--- src/rtl/acc_ub_drain.sv ---
// Accumulator/Unified-Buffer drain: captures skewed column partial sums and a compensation row,
// then streams saturated row sums (acc + comp) to the UB one row per cycle.
module acc_ub_drain #(
  parameter int SIZE       = 8,
  parameter int PSUM_WIDTH = 20,
  parameter int OUT_WIDTH  = 16,
  parameter int ADDR_WIDTH = $clog2(SIZE)
) (
  input  logic                         clk,
  input  logic                         rst,
  input  logic [SIZE-1:0]              ACC_Wr_en,
  input  logic [SIZE*PSUM_WIDTH-1:0]   Psum_in,
  input  logic                         CACC_Wr_en,
  input  logic [SIZE*PSUM_WIDTH-1:0]   CPsum_in,
  input  logic                         Acc_Rd_en,
  input  logic                         UB_Wr_en,
  input  logic                         Done,
  output logic                         UB_Valid,
  output logic [ADDR_WIDTH-1:0]        UB_Addr,
  output logic [SIZE*OUT_WIDTH-1:0]    UB_Data,
  output logic                         Drain_Done,
  output logic                         Overflow_Err
);

  typedef enum logic [1:0] {IDLE, COLLECT, DRAIN, FIN} state_t;
  typedef logic [ADDR_WIDTH:0] ptr_t;

  localparam ptr_t                        FULL     = ptr_t'(SIZE);
  localparam logic [ADDR_WIDTH-1:0]       LAST_ROW = ADDR_WIDTH'(SIZE - 1);
  localparam logic signed [PSUM_WIDTH:0]  SAT_MAX  = (PSUM_WIDTH + 1)'(2 ** (OUT_WIDTH - 1) - 1);
  localparam logic signed [PSUM_WIDTH:0]  SAT_MIN  = ~SAT_MAX;

  state_t                   state_q, state_d;
  ptr_t                     wp_q [SIZE];
  ptr_t                     wp_d [SIZE];
  ptr_t                     cp_q, cp_d;
  logic [ADDR_WIDTH-1:0]    rp_q, rp_d;
  logic [ADDR_WIDTH-1:0]    addr_q, addr_d;
  logic                     valid_q, valid_d;
  logic                     drain_done_q, drain_done_d;
  logic                     ovf_q, ovf_d;
  logic                     done_q;
  logic [SIZE-1:0]          acc_we;
  logic                     comp_we;
  logic                     issue, done_rise, capture;
  logic [SIZE*PSUM_WIDTH-1:0] comp_mem [SIZE];

  always_comb begin
    done_rise    = Done & ~done_q;
    capture      = (state_q == IDLE || state_q == COLLECT) && !done_rise;
    issue        = (state_q == DRAIN) && Acc_Rd_en && UB_Wr_en && !done_rise;
    state_d      = state_q;
    cp_d         = cp_q;
    rp_d         = rp_q;
    addr_d       = addr_q;
    valid_d      = 1'b0;
    drain_done_d = drain_done_q;
    ovf_d        = ovf_q;
    acc_we       = '0;
    comp_we      = 1'b0;
    for (int c = 0; c < SIZE; c++) wp_d[c] = wp_q[c];

    if (done_rise) begin
      state_d      = IDLE;
      cp_d         = '0;
      rp_d         = '0;
      drain_done_d = 1'b0;
      ovf_d        = 1'b0;
      for (int c = 0; c < SIZE; c++) wp_d[c] = '0;
    end else begin
      unique case (state_q)
        IDLE:    if (|ACC_Wr_en || CACC_Wr_en) state_d = COLLECT;
        COLLECT: if (Acc_Rd_en) state_d = DRAIN;
        DRAIN:   if (issue && rp_q == LAST_ROW) state_d = FIN;
        default: ;
      endcase

      // A full bank drops the write and holds its pointer; only the error flag records it.
      if (capture) begin
        for (int c = 0; c < SIZE; c++) begin
          if (ACC_Wr_en[c]) begin
            if (wp_q[c] == FULL) ovf_d = 1'b1;
            else begin
              acc_we[c] = 1'b1;
              wp_d[c]   = wp_q[c] + ptr_t'(1);
            end
          end
        end
        if (CACC_Wr_en) begin
          if (cp_q == FULL) ovf_d = 1'b1;
          else begin
            comp_we = 1'b1;
            cp_d    = cp_q + ptr_t'(1);
          end
        end
      end

      if (issue) begin
        valid_d = 1'b1;
        addr_d  = rp_q;
        rp_d    = rp_q + ADDR_WIDTH'(1);
        if (rp_q == LAST_ROW) drain_done_d = 1'b1;
      end
    end
  end

  always_ff @(posedge clk) begin
    if (rst) begin
      state_q      <= IDLE;
      cp_q         <= '0;
      rp_q         <= '0;
      addr_q       <= '0;
      valid_q      <= 1'b0;
      drain_done_q <= 1'b0;
      ovf_q        <= 1'b0;
      done_q       <= 1'b0;
      for (int c = 0; c < SIZE; c++) wp_q[c] <= '0;
    end else begin
      state_q      <= state_d;
      cp_q         <= cp_d;
      rp_q         <= rp_d;
      addr_q       <= addr_d;
      valid_q      <= valid_d;
      drain_done_q <= drain_done_d;
      ovf_q        <= ovf_d;
      done_q       <= Done;
      for (int c = 0; c < SIZE; c++) wp_q[c] <= wp_d[c];
    end
  end

  always_ff @(posedge clk) begin
    if (comp_we) comp_mem[cp_q[ADDR_WIDTH-1:0]] <= CPsum_in;
  end

  for (genvar gi = 0; gi < SIZE; gi++) begin : g_col
    logic signed [PSUM_WIDTH-1:0] acc_mem [SIZE];
    logic signed [PSUM_WIDTH-1:0] acc_rd, comp_rd;
    logic signed [PSUM_WIDTH:0]   sum;
    logic [OUT_WIDTH-1:0]         lane_d, lane_q;

    always_ff @(posedge clk) begin
      if (acc_we[gi]) acc_mem[wp_q[gi][ADDR_WIDTH-1:0]] <= Psum_in[gi*PSUM_WIDTH +: PSUM_WIDTH];
    end

    // Rows never written since rearm read as zero, so stale bank contents never leak out.
    always_comb begin
      acc_rd  = '0;
      comp_rd = '0;
      if ({1'b0, rp_q} < wp_q[gi]) acc_rd = acc_mem[rp_q];
      if ({1'b0, rp_q} < cp_q)     comp_rd = comp_mem[rp_q][gi*PSUM_WIDTH +: PSUM_WIDTH];
      sum = {acc_rd[PSUM_WIDTH-1], acc_rd} + {comp_rd[PSUM_WIDTH-1], comp_rd};
      if (sum > SAT_MAX)      lane_d = SAT_MAX[OUT_WIDTH-1:0];
      else if (sum < SAT_MIN) lane_d = SAT_MIN[OUT_WIDTH-1:0];
      else                    lane_d = sum[OUT_WIDTH-1:0];
    end

    always_ff @(posedge clk) begin
      if (rst)        lane_q <= '0;
      else if (issue) lane_q <= lane_d;
    end

    assign UB_Data[gi*OUT_WIDTH +: OUT_WIDTH] = lane_q;
  end

  assign UB_Valid     = valid_q;
  assign UB_Addr      = addr_q;
  assign Drain_Done   = drain_done_q;
  assign Overflow_Err = ovf_q;

endmodule

--- config.mk ---
export PLATFORM = sky130hd
export DESIGN_NAME = acc_ub_drain
export DESIGN_NICKNAME = d
export VERILOG_FILES = /design/src/rtl/acc_ub_drain.sv
export SDC_FILE = /design/constraint.sdc
export NUM_CORES = 2
export LEC_CHECK = 0
export ABC_AREA = 1
export BUFFER_PORTS_ARGS = -buffer_cell sky130_fd_sc_hd__buf_2
export CAP_MARGIN = 20
export CORE_UTILIZATION = 53
export DETAILED_ROUTE_END_ITERATION = 10
export PLACE_DENSITY = 0.76
export SKIP_LAST_GASP = 1
export SYNTH_ARGS = -nofsm -noshare
export SYNTH_HDL_FRONTEND = slang
export SYNTH_SLANG_ARGS = --single-unit
export TNS_END_PERCENT = 5
--- constraint.sdc ---
create_clock -name clk -period 11.9 [get_ports clk]
set_input_delay 0 -clock clk [delete_from_list [all_inputs] [get_ports clk]]
set_output_delay 0 -clock clk [all_outputs]
set_load 0.05 [all_outputs]
==> flow_summary.toml <==
[clocking]
root_buffer = "clkbuf_16"
ctsResizeCount = 0
cts-buffers-inserted = 296
cts_tree = "built"
clk_pin_slew_ns = 0.06
clock-sinks = 2739
clockBufferDepth = 4
insertion_delay_ns = 0.94
htreeDepth = 5

[route]
drt-initial-drc-count = 9907
drt_wl_total_mm = 331
drt_pass1_iterations = 9
viasPerCell = 6.00
antenna_left = 0
vias = 84500
routedWlPerCell_um = 23.5
route.detailed.drc = 1

[pwr]
ir_drop_mv = 0.156
power.leakage_nw = 50.0
power_density_nw_per_um2 = 156

[timing]
rsz0062_at_grt = "no"
slew_headroom = 0.220
fin_crit_sh = 0.556
hold_viol = 0
max_freq_mhz = 151
skew_ns = 0.0598
tightest_slew_ns = 1.17
final.setup.tns_ns = 0
finalSetupViolCount = 0
fin_crit_ns = 6.62
drv_slew = 0

[critical_path]
cpPeakStageDelay_ns = 0.88
worst-path-max-fanout = 191
crit_type = "register to register"
worst-path-buf-inv = 4
end_kind = "register"
r2r_slack_ns = 5.28
startpoint_type = "register"
worst-r2r-cell-count = 20
cp_top_family = "buffers and inverters"
worstPathCellList = "buf_4, buf_12, buf_4, nand2_1, a32o_1, nand2_1, o21ai_0, nor2_1, ha_1, nand2_1, o21ai_0, a21oi_4, nand2_2, a21oi_2, xor2_2, inv_2, nand2_1, nand2_2, nor2_1, nor2_1"
r2r_end = "g_col[2].lane_q[2]$_SDFFE_PP0P_"
critPathSlowestCell = "buf_4"
crit_required_ns = 12.69
crit_path_frequent_cell = "nand2_1"
cp.arrival_ns = 7.41

[logic_synthesis]
synth_simple_gate_area_frac = 0.129
synth_top_family_by_area = "simple AND/OR/NAND/NOR gates"
synthDistinctLibCells = 52
ys_warn_count = 0
yosys.area.top_type_share = 0.659
syn_area_per_cell_um2 = 11.7
netlist_instances = 10000
synth_xor_area_frac = 0.00908
yosysSeqAreaShare = 0.690
synth_mux_area_frac = 0
synth_compound_area_frac = 0.121
synthAdderAreaFrac = 0.0230
synth_seq_cells = 2739
syn_area_um2 = 117000
synth_area_leaders = "edfxtp_1 66%, nand2_1 9.6%, a21oi_1 4.1%, dfxtp_1 3.1%, a32o_1 2.9%"
yosys.area.top_type = "edfxtp_1"
synth_fp_nets = 10600

[placement]
dp_hpwl_mm = 200
postPlaceCellArea_um2 = 122000
io_buffers = 467
place_congestion = 0.981

[floorplan]
dieHeight_um = 471
core_um2 = 218000
die_x_um = 471
top_level_ports = 468
row_count = 171
start_util = 0.535
dieArea_um2 = 222000

[global_routing]
grtUsageTotal = 0.292
grt_pass1_wl_mm = 494
globalRouteOverflowTotal = 0
grt_pass1_vias = 81600
grt_max_degree = 216
antenna_found_initial = 69

[final_layout]
nets = 11500
utilization = 0.631
num-fill-cells = 16000
drive_gt1_frac = 0.102
seqCellArea_um2 = 80500
finalInstanceArea_um2 = 137000
multi_input_area_um2 = 33200
synthToLayoutAreaGrowth_pct = 17.9

[status]
violations = "design-rule violations"
status = "finished with violations"

[job]
cap_violations = 0

[worst_hold_path]
min_from = "CPsum_in[57]"
holdCritPathClass = "input pin to register"
worstHoldPathCells = 2
min_delay_worst_endpoint = "comp_mem[5][57]$_DFFE_PP_"
==> sequential cells by signal, indices dropped and copies added (netlist names), named ones only <==
| name | flops |
|---|---|
| done_q | 1 |
| UB_Valid | 1 |
| Overflow_Err | 1 |
| rp_q | 3 |
| g_col.acc_mem | 1280 |
| g_col.lane_q | 128 |
| Drain_Done | 1 |
| state_q | 2 |
| cp_q | 4 |
| comp_mem | 1280 |
| wp_q | 32 |
| UB_Addr | 3 |
==> power by group <==
part / switching (mW) / internal (mW)
clock: 3.66 / 5.15
sequential: 0.0564 / 10.7
combinational: 1.24 / 0.604
==> how the worst max path moves through the flow <==
stage	start	endpoint	slack [ns]	depth (start not counted)
after global placement	register	g_col[2].lane_q[0]$_SDFFE_PP0P_	5.64	20
after floorplan	state_q[1]$_SDFFE_PP0P_	comp_mem[7][0]$_DFFE_PP_	3.45	8
after detailed placement	register	g_col[2].lane_q[2]$_SDFFE_PP0P_	5.44	20
after CTS	register	g_col[2].lane_q[2]$_SDFFE_PP0P_	5.40	20
final	register	g_col[2].lane_q[2]$_SDFFE_PP0P_	5.28	20
after global routing	register	g_col[2].lane_q[13]$_SDFFE_PP0P_	4.83	20
==> per-stage QoR <==
step	std cells	setup WS, ns	power [mW]	hold slack [ns]
final	14100	5.28	21.4	0.0290
after global routing	14100	4.83	22.0	0.00414
after CTS	14000	5.40	21.5	0.000171
after detailed placement	12900	5.44	12.6	0.267
after global placement	12900	5.64	12.5	0.256
after floorplan	10000	3.45	12.0	0.0989
==> worst reg2reg max path, delay by kind of cell (launching register included) <==
family	cells	cell delay (ns)
buffers and inverters	4	2.56
AND/OR/NAND/NOR	9	1.21
AO/OA/AOI/OAI	5	1.10
flip-flops	1	0.75
XOR/XNOR	1	0.58
adder cells (fa/ha/maj)	1	0.29
==> cells in the mapped netlist (all sizes together) <==
cell and number:
a211oi 4, a21boi 7, a21o 14, a21oi 977
a31oi 18, a32o 336, a32oi 304, and2 7
and3 3, buf 59, clkbuf 523, clkinv 3
dfxtp 179, edfxtp 2560, fa 8, ha 202
inv 272, nand2 2991, nand2b 2, nand3 137
nand3b 12, nand4 23, nor2 675, nor3 24
nor4 15, o2111ai 1, o21a 2, o21ai 511
o21ba 2, o21bai 12, o22ai 4, o31ai 3
or2 2, xnor2 50, xor2 67
==> cells in the final DEF, fill, tap and decap left out, types with 43 or more instances in the layout <==
master and instances:
a32o_1 336, clkbuf_1 71, buf_2 467, inv_1 258, clkbuf_16 304, diode_2 51
nor2_2 51, nor2_1 600, clkinv_1 48, dlygate4sd3_1 633, a32oi_1 304, nand3_1 135
dfxtp_1 176, ha_1 202, clkinv_2 43, o21ai_0 499, xor2_1 64, a21oi_1 958
nand2_1 2974, xnor2_1 50, buf_4 127, edfxtp_1 2560
==> cell type report <==
type                            instances  share of cell area
Sequential cell                      2739               0.585
Multi-Input combinational cell       6413               0.241
Timing Repair Buffer                 1242              0.0722
Clock buffer                          382              0.0580
Tap cell                             2854              0.0260
Clock inverter                        129             0.00852
Inverter                              275             0.00758
Antenna cell                           51            0.000928
==> per-layer routing <==
layer  wire (um)  vias to the layer above  GRT usage
li1            -                    38200          -
met4       14000                       48      0.130
met2      158000                     4119      0.472
met3       27500                      778     0.0452
met5         318                        -          0
met1      132000                    41400      0.392
==> cell families after synthesis <==
group | after synthesis
DFF | 2739
adders and majority gates | 210
buffers and inverters | 857
xor gates and xnor gates | 117
and+or+nand+nor | 3891
AOI/OAI and AO/OA | 2195
==> repair_timing <==
item / 4_1_cts / 5_1_grt
buffers inserted: 0 / 0
endpoints found under the setup margin: 0 / 0
hold buffers: 633 / 0
endpoints found under the hold margin: 2713 / 0
(Power assumes the default switching activity.)
